$ cat src/rtl/plot_pkg.sv
// Shared types and screen geometry for the pixel-plot scheduler.
package plot_pkg;
    localparam int SCREEN_XW = 8;
    localparam int SCREEN_YW = 7;
    localparam int COLOUR_W  = 3;

    typedef enum logic [1:0] {SRC_CLR, SRC_PLY, SRC_CPU, SRC_NONE} src_t;
    typedef enum logic {IDLE, BURST} state_t;
endpackage

$ cat src/rtl/plot_rr_arb.sv
// Two-requester round-robin picker; req[0]=player, req[1]=cpu, rr_ptr 0=player.
module plot_rr_arb (
    input  logic       clk,
    input  logic       rst,
    input  logic [1:0] req,
    input  logic       advance,
    output logic [1:0] gnt
);
    logic rr_ptr_q, rr_ptr_d;

    always_comb begin
        gnt = req;
        if (req == 2'b11) gnt = rr_ptr_q ? 2'b10 : 2'b01;
    end

    always_comb begin
        rr_ptr_d = rr_ptr_q;
        if (advance) rr_ptr_d = ~rr_ptr_q;
    end

    always_ff @(posedge clk or posedge rst) begin
        if (rst) rr_ptr_q <= 1'b0;
        else     rr_ptr_q <= rr_ptr_d;
    end
endmodule

$ cat src/rtl/plot_scheduler.sv
// Arbitrates clear/player/cpu pixel bursts onto one registered adapter write port.
// Optional PLOT_STATS_EN adds saturating per-source accepted-beat counters.
module plot_scheduler
    import plot_pkg::*;
#(
    parameter int MAX_BURST = 64,
    parameter int CNT_W     = 16
) (
    input  logic                 clk,
    input  logic                 resetn,
    input  logic                 ended,
    input  logic                 clr_valid,
    input  logic                 clr_last,
    input  logic [SCREEN_XW-1:0] clr_x,
    input  logic [SCREEN_YW-1:0] clr_y,
    input  logic [COLOUR_W-1:0]  clr_col,
    output logic                 clr_ready,
    input  logic                 ply_valid,
    input  logic                 ply_last,
    input  logic [SCREEN_XW-1:0] ply_x,
    input  logic [SCREEN_YW-1:0] ply_y,
    input  logic [COLOUR_W-1:0]  ply_col,
    output logic                 ply_ready,
    input  logic                 cpu_valid,
    input  logic                 cpu_last,
    input  logic [SCREEN_XW-1:0] cpu_x,
    input  logic [SCREEN_YW-1:0] cpu_y,
    input  logic [COLOUR_W-1:0]  cpu_col,
    output logic                 cpu_ready,
    output logic [SCREEN_XW-1:0] x,
    output logic [SCREEN_YW-1:0] y,
    output logic [COLOUR_W-1:0]  colour,
    output logic                 plot,
    output logic                 burst_err,
    output state_t               dbg_state
`ifdef PLOT_STATS_EN
    ,
    output logic [CNT_W-1:0]     clr_pix,
    output logic [CNT_W-1:0]     ply_pix,
    output logic [CNT_W-1:0]     cpu_pix
`endif
);
    localparam int BEAT_W = $clog2(MAX_BURST + 1);

    state_t              state_q, state_d;
    src_t                owner_q, owner_d, winner, sel;
    logic [BEAT_W-1:0]   beat_cnt_q, beat_cnt_d;
    logic [1:0]          gnt;
    logic                sel_valid, sel_last, acc, wd_hit, burst_end;
    logic [SCREEN_XW-1:0] sel_x, x_q;
    logic [SCREEN_YW-1:0] sel_y, y_q;
    logic [COLOUR_W-1:0]  sel_col, colour_q;
    logic                plot_q, burst_err_q;

    // Sprites compete only for new grants; ended masks them here, never mid-burst.
    plot_rr_arb u_arb (
        .clk     (clk),
        .rst     (resetn),
        .req     ({cpu_valid & ~ended, ply_valid & ~ended}),
        .advance (burst_end && (sel == SRC_PLY || sel == SRC_CPU)),
        .gnt     (gnt)
    );

    always_comb begin
        winner = SRC_NONE;
        if (clr_valid)   winner = SRC_CLR;
        else if (gnt[0]) winner = SRC_PLY;
        else if (gnt[1]) winner = SRC_CPU;
        sel = (state_q == IDLE) ? winner : owner_q;
    end

    always_comb begin
        sel_valid = 1'b0;
        sel_last  = 1'b0;
        sel_x     = '0;
        sel_y     = '0;
        sel_col   = '0;
        case (sel)
            SRC_CLR: begin sel_valid = clr_valid; sel_last = clr_last; sel_x = clr_x; sel_y = clr_y; sel_col = clr_col; end
            SRC_PLY: begin sel_valid = ply_valid; sel_last = ply_last; sel_x = ply_x; sel_y = ply_y; sel_col = ply_col; end
            SRC_CPU: begin sel_valid = cpu_valid; sel_last = cpu_last; sel_x = cpu_x; sel_y = cpu_y; sel_col = cpu_col; end
            default: ;
        endcase
    end

    // Handshake: a beat moves when valid & ready; ready is a function of state and valids only.
    assign acc       = sel_valid;
    assign wd_hit    = acc && !sel_last && (beat_cnt_q == BEAT_W'(MAX_BURST - 1));
    assign burst_end = acc && (sel_last || wd_hit);

    always_ff @(posedge clk or posedge resetn) begin
        if (resetn) begin
            state_q    <= IDLE;
            owner_q    <= SRC_NONE;
            beat_cnt_q <= '0;
        end else begin
            state_q    <= state_d;
            owner_q    <= owner_d;
            beat_cnt_q <= beat_cnt_d;
        end
    end

    always_comb begin
        state_d    = state_q;
        owner_d    = owner_q;
        beat_cnt_d = beat_cnt_q;
        case (state_q)
            IDLE: if (acc && !burst_end) begin
                state_d    = BURST;
                owner_d    = sel;
                beat_cnt_d = BEAT_W'(1);
            end
            BURST: if (burst_end) begin
                state_d    = IDLE;
                owner_d    = SRC_NONE;
                beat_cnt_d = '0;
            end else if (acc) begin
                beat_cnt_d = beat_cnt_q + BEAT_W'(1);
            end
            default: ;
        endcase
    end

    always_comb begin
        clr_ready = (sel == SRC_CLR);
        ply_ready = (sel == SRC_PLY);
        cpu_ready = (sel == SRC_CPU);
        dbg_state = state_q;
    end

    always_ff @(posedge clk or posedge resetn) begin
        if (resetn) begin
            x_q         <= '0;
            y_q         <= '0;
            colour_q    <= '0;
            plot_q      <= 1'b0;
            burst_err_q <= 1'b0;
        end else begin
            plot_q      <= acc;
            burst_err_q <= burst_err_q | wd_hit;
            if (acc) begin
                x_q      <= sel_x;
                y_q      <= sel_y;
                colour_q <= sel_col;
            end
        end
    end

    assign x         = x_q;
    assign y         = y_q;
    assign colour    = colour_q;
    assign plot      = plot_q;
    assign burst_err = burst_err_q;

`ifdef PLOT_STATS_EN
    logic [CNT_W-1:0] clr_pix_q, ply_pix_q, cpu_pix_q;

    always_ff @(posedge clk or posedge resetn) begin
        if (resetn) begin
            clr_pix_q <= '0;
            ply_pix_q <= '0;
            cpu_pix_q <= '0;
        end else if (acc) begin
            if (sel == SRC_CLR && clr_pix_q != '1) clr_pix_q <= clr_pix_q + CNT_W'(1);
            if (sel == SRC_PLY && ply_pix_q != '1) ply_pix_q <= ply_pix_q + CNT_W'(1);
            if (sel == SRC_CPU && cpu_pix_q != '1) cpu_pix_q <= cpu_pix_q + CNT_W'(1);
        end
    end

    assign clr_pix = clr_pix_q;
    assign ply_pix = ply_pix_q;
    assign cpu_pix = cpu_pix_q;
`endif
endmodule

$ cat config.mk
export PLATFORM = sky130hd
export DESIGN_NAME = plot_scheduler
export DESIGN_NICKNAME = d
export VERILOG_FILES = /design/src/rtl/plot_pkg.sv /design/src/rtl/plot_rr_arb.sv /design/src/rtl/plot_scheduler.sv
export SDC_FILE = /design/constraint.sdc
export NUM_CORES = 1
export LEC_CHECK = 0
export BUFFER_PORTS_ARGS = -buffer_cell sky130_fd_sc_hd__buf_2
export CORE_MARGIN = 2
export CORE_UTILIZATION = 49
export CTS_BUF_LIST = sky130_fd_sc_hd__clkbuf_16
export CTS_CLUSTER_DIAMETER = 40
export CTS_CLUSTER_SIZE = 25
export DETAILED_ROUTE_END_ITERATION = 8
export PLACE_DENSITY = 0.85
export SYNTH_ARGS = -nofsm -noshare
export SYNTH_HDL_FRONTEND = slang
export SYNTH_SLANG_ARGS = --single-unit
$ cat constraint.sdc
create_clock -name clk -period 2.95 [get_ports clk]
set_input_delay 0.295 -clock clk [delete_from_list [all_inputs] [get_ports clk]]
set_output_delay 0.295 -clock clk [all_outputs]
set_load 0.01 [all_outputs]
==> results.ini, run 1 <==
[run_status]
outcome=complete, no violations

[job]
maxCapViolations=0

[yosys]
synth_xor_area_share_pct=0.508
syn-mean-instance-area_um2=9.79
synth_compound_area_share_pct=30.9
synth_top_family_by_area=compound AO/OA/AOI/OAI gates
synth_cell_type_count=44
ys_ff_latch=31
synthCells=176
synth_edf_count=0
synthSimpleGateAreaFrac_pct=16.3
synth-seq-area-share_pct=45.2
ys.warnings.count=0
yosys-mux-area-fraction_pct=1.89
syn_nets=240
async_reset_ff_share_pct=100
synth-adder-area-share_pct=0.726
ys.flop_type=dfrtp_1
synth_area_um2=1720

[layout]
syn2layout_area_growth_pct=36.1
antenna_cells=0
nets=324
layout_commonest_cell=buf_2
drive_gt1_share_pct=42.1
layout_common_cells=buf_2 (86), dfrtp_1 (29), a21oi_1 (26)

[global_routing]
grt_max_degree=32
antenna_found_initial=0
first_global_vias=1683
grt_overflow=0
grt_pass1_wl_um=7440
track_usage_pct=23.7

[sta]
fin_skew_ns=0.00654
clock.fmax_mhz=381
setup_viol=0
rsz0062_at_grt=no
relSlewSlack_pct=9.19
finalCriticalPeriod_ns=2.63
min_period_over_period_pct=89.0
fin_tns_setup_ns=0
fin_hold_ws_ns=0.293
worst_slew_pin_slew_ns=1.36
finalMaxSlewViolations=0
hold_violations=0

[clock_network]
cts_buffer_depth=2
cts_buffers=5
cts_max_level=2
path_clk_slew_ns=0.05
cts_hold_buf=0
clk_latency_ns=0.28
cts-root-buf=clkbuf_16
numClockSinks=31
tritoncts=done
ctsResizeCount=0
post-cts-setup-buffers=0

[setup_path]
path_max_fanout=20
critical_path_required_ns=2.65
worstPathArrival_ns=2.33
critPathKind=reg -> out
end_kind=primary output
start_kind=flip-flop

[die]
die_w_um=63.3
design.die.area_um2=4010
ios=87
start_util_pct=51.2
core_um2=3360
core.rowCount=21
die_h_um=63.3

[pwr]
clkPwrFrac_pct=21.4
peakVddDrop_mv=0.594
p_sw_mw=1.07
p_seq_share_pct=29.8
internal_power_mw=1.56
p_sw_share_pct=40.7
leakagePower_nw=1.14
combPwrFrac_pct=48.9
powerDensity_nw_per_um2=1120

[detailed_routing]
ant_nets=0
post_drt_wl_per_cell_um=14.4
drc=0
vias=1781
drtIter0Drc=156
wirelength_um=4430
via_per_inst=5.80
drt_first_pass_iters=5

[placement]
portBuffers=86
place.gp.congestion=0.812
place_hpwl_um=3200

[hold_path]
hold_class=in -> async

[logic make-up after synthesis]
| logic type | Yosys count |
|---|---|
| buffers and inverters | 17 |
| muxes | 2 |
| and+or+nand+nor | 57 |
| xor gates and xnor gates | 1 |
| DFF | 31 |
| AOI/OAI and AO/OA | 67 |
| adders and majority gates | 1 |
[Yosys cell counts (all sizes together), types with 2 or more instances]
cell type	number	area, um2
o21a	2	15.0
o21ai	3	15.0
nor3	2	15.0
buf	7	40.0
nand2b	2	12.5
or2	2	12.5
dfrtp	29	726
and2	4	25.0
dfstp	2	52.6
nor2	25	96.4
o2bb2ai	5	43.8
nor2b	2	12.5
mux2i	2	32.5
a222oi	18	180
clkbuf	5	18.8
a21oi	27	146
nand2	10	37.5
inv	5	18.8
nand3	5	25.0
[layer usage]
layer / GRT usage, % / share of wire, %
met5: 0 / 0
met4: 10.1 / 1.9
met3: 6.43 / 7.6
met2: 39.0 / 51
met1: 29.5 / 39
[sequential cells by signal (all words and copies together), names as in the netlist, named ones only]
name and cells:
x 8, beat_cnt_q 7, y 7, colour 3
owner_q 2, burst_err 1, plot 1, u_arb.rr_ptr_q 1
[final timing paths]
kind | start | endpoint | slack (ns) | cells past startpoint
max | flip-flop | ply_ready | 0.32 | 2
min | resetn | y[1] | 0.29 | 2
max reg2reg | flip-flop | x[5] | 0.64 | 3
min reg2reg | burst_err | burst_err | 0.46 | 1
max in group asynchronous | resetn | burst_err | 1.98 | 2
min in group clk | clr_y[3] | y[3] | 0.32 | 3
[cell type report]
class / instances / area [um2]
Clock buffer: 5 / 125
Clock inverter: 3 / 37.5
Fill cell: 288 / 1020
Inverter: 5 / 18.8
Multi-Input combinational cell: 128 / 875
Sequential cell: 31 / 778
Tap cell: 46 / 57.6
Timing Repair Buffer: 89 / 453
[per-stage QoR]
stage | util, % | cells | worst slack (ns) | total power [mW] | area (um2)
5_1_grt | 69.7 | 307 | 0.211 | 2.84 | 2340
3_5_place_dp | 64.9 | 299 | 0.697 | 2.08 | 2180
3_3_place_gp | 64.9 | 299 | 0.727 | 2.03 | 2180
2_1_floorplan | - | 176 | 1.11 | 1.70 | 1720
4_1_cts | 69.7 | 307 | 0.371 | 2.66 | 2340
6_report | 69.7 | 307 | 0.323 | 2.64 | 2340
[worst max-delay path, cell delays in order (launching register included)]
cell,delay (ns)
dfrtp_1,0.55
o32ai_2,1.20
buf_2,0.30
[power groups by stage]
stage               sequential [mW]  combinational, mW  clock, mW
global placement              0.779               1.25          0
finish                        0.785               1.29      0.563
global route                  0.816               1.42      0.598
floorplan                     0.821              0.875          0
detailed placement            0.787               1.29          0
CTS                           0.784               1.30      0.571
No activity file was read; power rests on OpenSTA's default activity.
==> run 2: changes to the inputs <==
- BUFFER_PORTS_ARGS: -buffer_cell sky130_fd_sc_hd__buf_2 -> -buffer_cell sky130_fd_sc_hd__buf_4
==> run 2 against run 1 <==
Effect of this change: maximum frequency increased by 2.0%; total power is 2.2% higher; wire length up 9.2%; sequential share of layout area down 2.8 points; setup slack better by 0.053 ns; critical path depth is 2 higher; clock skew down 0.0038 ns; clock-buffer cell count stayed put; core utilization increased by 6.3 points; cell count increased by 0.98%; cell area rose by 9.1%; largest cell class unchanged.
==> results.ini, run 2 (synthesized netlist as in run 1, its figures left out) <==
[sta]
hold_violations=0  ; unchanged
final.setup.worst_slack_ns=0.376  ; +0.0526 ns
worst_slew_pin_slew_ns=1.13  ; -0.231 ns
setup_viol=0  ; unchanged
finalCriticalPeriod_ns=2.57  ; -0.0526 ns
fin_hold_ws_ns=0.325  ; +0.0316 ns
rsz0062_at_grt=no
fin_tns_setup_ns=0  ; unchanged
finalMaxSlewViolations=0  ; unchanged
clock.fmax_mhz=389  ; +2.0%
relSlewSlack_pct=24.5  ; +15 points
min_period_over_period_pct=87.3  ; -1.8 points
fin_skew_ns=0.00277  ; -0.00377 ns

[placement]
place_area_um2=2420  ; +11%
place.gp.congestion=0.852  ; +4.9%
dp.cells=302  ; +1.0%
place_hpwl_um=3560  ; +11%
dp_slack_ns=0.717  ; +0.0205 ns
portBuffers=86  ; unchanged

[pwr]
powerDensity_nw_per_um2=1050  ; -6.3%
clkPwrFrac_pct=17.3  ; -4.1 points
p_sw_share_pct=41.0  ; +0.28 points
leakagePower_nw=1.21  ; +6.8%
peakVddDrop_mv=0.651  ; +9.6%
combPwrFrac_pct=53.2  ; +4.3 points
internal_power_mw=1.59  ; +1.7%
p_sw_mw=1.10  ; +2.9%
p_seq_share_pct=29.5  ; -0.3 points
p_total_mw=2.69  ; +2.2%

[clock_network]
numClockSinks=31  ; unchanged
cts_buffer_depth=2  ; unchanged
ctsResizeCount=0  ; unchanged
tritoncts=done
post-cts-setup-buffers=0  ; unchanged
cts_hold_buf=0  ; unchanged
path_clk_slew_ns=0.05  ; about the same
cts-root-buf=clkbuf_16
clk_latency_ns=0.27  ; about the same
cts_max_level=2  ; unchanged
cts_buffers=5  ; unchanged

[die]
design.die.area_um2=4010  ; unchanged
core.rowCount=21  ; unchanged
die_h_um=63.3  ; unchanged
core_um2=3360  ; unchanged
ios=87  ; unchanged
die_w_um=63.3  ; unchanged
start_util_pct=51.2  ; unchanged

[job]
maxCapViolations=0  ; unchanged

[detailed_routing]
drt_first_pass_iters=6  ; +1
vias=1766  ; -0.84%
post_drt_wl_per_cell_um=15.6  ; +8.2%
ant_nets=0  ; unchanged
wirelength_um=4840  ; +9.2%
via_per_inst=5.70  ; -1.8%
drtIter0Drc=173  ; +11%
drc=0  ; unchanged

[global_routing]
grt_max_degree=32  ; unchanged
grt_overflow=0  ; unchanged
track_usage_pct=26.1  ; +2.4 points
first_global_vias=1806  ; +7.3%
antenna_found_initial=0  ; unchanged
grt_pass1_wl_um=8330  ; +12%

[setup_path]
worstPathArrival_ns=2.28  ; -0.05 ns
rr_worst_depth=5  ; +2
path_max_fanout=19  ; -5.0%
start_kind=flip-flop
critPathKind=reg -> out
end_kind=primary output
critical_path_required_ns=2.65  ; about the same

[layout]
layout_common_cells=buf_4 (92), dfrtp_1 (29), a21oi_1 (26)
antenna_cells=0  ; unchanged
final_area_um2=2560  ; +9.1%
nets=327  ; +0.93%
syn2layout_area_growth_pct=48.4
fin_util_pct=76.0  ; +6.3 points
drive_gt1_share_pct=42.8  ; +0.66 points
final_cells=310  ; +0.98%
largest_reg_flops=8  ; unchanged
layout_commonest_cell=buf_4

[hold_path]
hold_class=in -> async

[run_status]
outcome=complete, no violations

[run 2: final timing paths]
check	from	to	slack, ns
max reg2reg	flip-flop	x[0]	0.65
max in group asynchronous	resetn	owner_q[1]	1.89
min in group clk	clr_col[1]	colour[1]	0.33
min reg2reg	beat_cnt_q[6]	beat_cnt_q[6]	0.48
min	resetn	y[1]	0.32
max	flip-flop	cpu_ready	0.38
[run 2: power groups by stage]
stage               Clock [mW]  Combinational [mW]  Sequential (mW)
finish                   0.467                1.43            0.793
global placement             0                1.38            0.786
CTS                      0.474                1.44            0.791
global route             0.504                1.58            0.821
floorplan                    0               0.875            0.821
detailed placement           0                1.42            0.790
[run 2: routing by layer]
metal  track usage [%]  part of all wire [%]  wire length, um  vias to the layer above
met5                 0                     0                0                        -
met4              7.88                   1.1               52                        0
met3              6.25                   6.0              292                        6
met2              45.1                    52             2510                       57
met1              32.4                    41             1990                      856
li1                  -                     -                -                      847
[run 2: area by class of cell]
| type | instances | area, um2 |
|---|---|---|
| flip-flops and latches | 31 | 778 |
| fillers | 275 | 806 |
| inverters | 5 | 18.8 |
| repair buffers | 92 | 691 |
| multi-input cells | 128 | 875 |
| clock buffers | 5 | 125 |
| well taps | 46 | 57.6 |
| clock inverters | 3 | 12.5 |
[run 2: worst max-delay path: stages, from the launching register on]
cell     delay (ns)
dfrtp_1        0.69
nand2_1        0.24
or2_2          0.37
a21oi_4        0.48
buf_4          0.22
